$ cat config.mk
export PLATFORM = sky130hd
export DESIGN_NAME = adder_result_fifo
export DESIGN_NICKNAME = d
export VERILOG_FILES = /design/src/rtl/adder_result_fifo.sv
export SDC_FILE = /design/constraint.sdc
export NUM_CORES = 1
export LEC_CHECK = 0
export BUFFER_PORTS_ARGS = -buffer_cell sky130_fd_sc_hd__buf_4
export CELL_PAD_IN_SITES_DETAIL_PLACEMENT = 1
export CELL_PAD_IN_SITES_GLOBAL_PLACEMENT = 1
export CORE_ASPECT_RATIO = 0.75
export CORE_MARGIN = 8
export CORE_UTILIZATION = 45
export CTS_CLUSTER_DIAMETER = 80
export DETAILED_ROUTE_END_ITERATION = 7
export PLACE_DENSITY = 0.82
export SLEW_MARGIN = 20
export SYNTH_ARGS = -nofsm -noshare
export SYNTH_HDL_FRONTEND = slang
export SYNTH_SLANG_ARGS = --single-unit
export TNS_END_PERCENT = 20
$ cat constraint.sdc
create_clock -name i_clk -period 3.14 [get_ports i_clk]
set_input_delay 0.157 -clock i_clk [delete_from_list [all_inputs] [get_ports i_clk]]
set_output_delay 0.157 -clock i_clk [all_outputs]
set_load 0.01 [all_outputs]
$ cat src/rtl/adder_result_fifo.sv
// adder_result_fifo: captures registered-adder results into a small first-word-fall-through FIFO.
// Results arriving while the FIFO is full and not draining are dropped and counted.
`default_nettype none

module adder_result_fifo #(
    parameter int g_data_width = 6,
    parameter int g_depth      = 4,
    parameter int g_cnt_width  = 8
) (
    input  logic                          i_clk,
    input  logic                          i_rst_n,
    input  logic                          i_valid,
    input  logic [g_data_width:0]         i_data,
    input  logic                          i_ready,
    output logic                          o_valid,
    output logic [g_data_width:0]         o_data,
    output logic [$clog2(g_depth):0]      o_level,
    output logic                          o_overflow,
    output logic [g_cnt_width-1:0]        o_drop_cnt
);

    localparam int AW = $clog2(g_depth);
    localparam int LW = AW + 1;
    localparam int DW = g_data_width + 1;
    localparam logic [LW-1:0] FULL_LEVEL = LW'(g_depth);

    logic [DW-1:0]          mem [g_depth];
    logic [AW-1:0]          wr_ptr;
    logic [AW-1:0]          rd_ptr;
    logic [LW-1:0]          level;
    logic                   overflow;
    logic [g_cnt_width-1:0] drop_cnt;

    logic full;
    logic empty;
    logic pop;
    logic push;
    logic drop;

    // Full/empty come from the level counter so pointer equality is never ambiguous.
    always_comb begin
        full  = (level == FULL_LEVEL);
        empty = (level == '0);
        pop   = !empty && i_ready;
        push  = i_valid && (!full || pop);
        drop  = i_valid && full && !pop;
    end

    always_ff @(posedge i_clk) begin
        if (!i_rst_n) begin
            wr_ptr <= '0;
            rd_ptr <= '0;
            level  <= '0;
        end else begin
            if (push) begin
                wr_ptr <= wr_ptr + AW'(1);
            end
            if (pop) begin
                rd_ptr <= rd_ptr + AW'(1);
            end
            if (push && !pop) begin
                level <= level + LW'(1);
            end else if (pop && !push) begin
                level <= level - LW'(1);
            end
        end
    end

    always_ff @(posedge i_clk) begin
        if (!i_rst_n) begin
            overflow <= 1'b0;
            drop_cnt <= '0;
        end else if (drop) begin
            overflow <= 1'b1;
            if (drop_cnt != '1) begin
                drop_cnt <= drop_cnt + g_cnt_width'(1);
            end
        end
    end

    // Storage carries no reset; validity is tracked entirely by the level counter.
    always_ff @(posedge i_clk) begin
        if (i_rst_n && push) begin
            mem[wr_ptr] <= i_data;
        end
    end

    always_comb begin
        o_valid    = !empty;
        o_data     = empty ? '0 : mem[rd_ptr];
        o_level    = level;
        o_overflow = overflow;
        o_drop_cnt = drop_cnt;
    end

endmodule

`default_nettype wire
==> qor.txt <==
Clock Sinks: 46
antenna viol nets, final: 0
clk buf depth: 2
share of cells above drive strength 1: 29.5%
Final Skew: 0.00587 ns
final wirelength: 4090 um
Mapped Cells: 140
r2r worst-path depth: 8
post-synthesis sequential area ratio: 61.5%
number of setup violations in the final report: 0
Worst-Skew Late Latency: 0.29 ns
Hold Path End: mem[3][5]
HPWL Detailed: 3120 um
slowest cell delay on critical path: 0.60 ns
clk slew on worst S/H paths: 0.08 ns
peak supply drop: 0.000320 V
Die ar.: 6720 um2
I/O pins: 31
Hold WC Path Type: in2reg
pwr/cell area: 738 nW/um2
FMAX: 402 MHz
Crit path buffers/inverters: 1
Avg Cell Area, Syn: 13.9 um2
initial antenna violation count: 0
Crit Path Max Fanout: 10
Design Power: 1.72 mW
Die Y: 73.0 um
post-synth cell types: 33
ANT cells: 0
Rel. slew slack: 67.9%
setup bufs post-CTS: 0
clock root cell: clkbuf_8
final std cells w/o fill: 228
WL/cell: 17.9 um
overall routing resource usage: 12.6%
CTS-repair resized insts: 0
commonest non-fill, non-tap cell in the layout: buf_4
setup TNS: 0 ns
R2R Path Start: o_level[1]
Core Area: 4100 um2
H-tree Lvls: 2
Vias: 1,197
Yosys reg bits: 46
status: finished, final reports clean
Initial Util: 47.6%
r2r setup slk: 0.65 ns
reg2reg end: o_level[2]
vias per cell: 5.25
total congestion overflow: 0
Leak Pwr: 0.878 nW
1st-iter DRT viols: 34
startpoint class of the critical path: flip-flop
Layout fillers: 414
Worst-Margin Slew: 0.478 ns
critical path's top delay family: simple AND/OR/NAND/NOR gates
required time of the worst setup path: 3.35 ns
YS warnings: 0
Critical Path End Type: flip-flop
DIE WIDTH: 92.1 um
most frequent cells in the layout: buf_4, edfxtp_1, dfxtp_1
largest net degree at the start of global routing: 18
hold buffers post-CTS: 0
worst path arrival time: 2.70 ns
dpl cells: 220
Post-Syn Area: 1950 um2
I/O Buffers: 30
critical-path cell list: or3_2 > nand2_1 > ha_1 > inv_1 > fa_1 > xor2_1 > or3_1 > a21oi_1
Crit-path slowest cell: or3_2
cts bufs inserted: 5
Nets: 190
vias in the first global route: 1,252
final slew viol count: 0
fin crit period: 2.49 ns
Cell Rows: 20
gp weighted congestion: 0.801
WS Path Type: reg2reg
post-route clock period utilization: 79.2%
Post-Syn Nets: 158
Final Hold Viols: 0
Layout area overhead: 19.7%
CTS tree: yes
Util after Layout: 56.9%
unrepaired setup endpoints after global routing: false
CP Depth: 8
MaxCap Viol Count: 0
Min-Delay Path Depth: 1
drt first pass iters: 4
DRC violations left: 0
first-pass GRT wire length: 6500 um
HP Start: i_data[5]
[cells by family after synthesis]
logic type               after synthesis  synth area share [%]
AND/OR/NAND/NOR                       48                  14.7
flip-flops                            46                  61.5
AO/OA/AOI/OAI                         11                  3.91
buffers and inverters                 11                  2.18
multiplexers                          11                  10.1
adder cells (fa/ha/maj)                7                  4.87
XOR/XNOR                               6                  2.69
[per-layer routing]
layer / up-vias / routed length (um) / track usage [%]
li1: 578 / - / -
met1: 591 / 1860 / 14.9
met2: 23 / 2000 / 21.0
met3: 5 / 169 / 3.49
met4: 0 / 61 / 5.87
met5: - / 0 / 0
[worst reg2reg max path, stage by stage, from the launching register on]
cell and delay (ns):
dfxtp_1 0.39, or3_2 0.60, nand2_1 0.16, ha_1 0.19, inv_1 0.06, fa_1 0.38
xor2_1 0.16, or3_1 0.30, a21oi_1 0.17
[Yosys cell counts (all sizes together)]
| master | n | area share (%) |
|---|---|---|
| edfxtp | 28 | 43 |
| dfxtp | 18 | 18 |
| nor2 | 13 | 2.5 |
| and2 | 8 | 2.6 |
| mux4 | 7 | 8.1 |
| ha | 6 | 3.8 |
| a21oi | 5 | 1.3 |
| and3 | 5 | 1.6 |
| inv | 5 | 0.96 |
| xor2 | 5 | 2.2 |
| mux2i | 4 | 2.1 |
| nand3 | 4 | 1.0 |
| nand4 | 4 | 1.3 |
| or3 | 4 | 1.5 |
| clkbuf | 3 | 0.58 |
| nand2 | 3 | 0.58 |
| o21ai | 3 | 0.77 |
| and4 | 2 | 0.90 |
| buf | 2 | 0.45 |
| a211oi | 1 | 0.38 |
| and2b | 1 | 0.45 |
| clkinv | 1 | 0.19 |
| fa | 1 | 1.0 |
| nor3 | 1 | 0.26 |
| nor3b | 1 | 0.38 |
| nor4b | 1 | 1.2 |
| o211ai | 1 | 1.1 |
| o31ai | 1 | 0.38 |
| or4 | 1 | 0.38 |
| xnor2 | 1 | 0.45 |
[final cells by class]
cell class	instances	area, um2	area share, %
clock buffers	6	72.6	3.11
clock inverters	2	37.5	1.61
inverters	6	22.5	0.964
multi-input cells	83	708	30.3
flip-flops and latches	46	1200	51.4
well taps	55	68.8	2.95
repair buffers	30	225	9.64
[flip-flops by register name, indices dropped and copies added, names as in the netlist, named ones only]
| name | cells |
|---|---|
| mem | 28 |
| o_drop_cnt | 8 |
| o_level | 3 |
| rd_ptr | 2 |
| wr_ptr | 2 |
| o_overflow | 1 |
[per-stage QoR]
stage	area [um2]	setup slack, ns	hold slack, ns
6_report	2340	0.655	0.0558
4_1_cts	2340	0.648	0.0499
5_1_grt	2340	0.539	0.0521
3_3_place_gp	2230	0.798	0.356
3_5_place_dp	2230	0.670	0.361
2_1_floorplan	1950	0.750	0.256
[report_power, final]
group	total (mW)	switching, mW	internal (mW)
clock network	0.433	0.196	0.237
logic	0.515	0.241	0.274
registers	0.776	0.0765	0.699
[worst max path at each step]
stage	from	endpoint	slack (ns)
finish	o_level[1]	o_level[2]	0.65
global route	o_level[1]	o_level[2]	0.54
CTS	o_level[1]	o_level[2]	0.65
detailed placement	o_level[1]	o_level[2]	0.67
global placement	o_level[1]	o_level[2]	0.80
floorplan	o_level[1]	o_level[2]	0.75
Power figures use the tool's default switching activity.
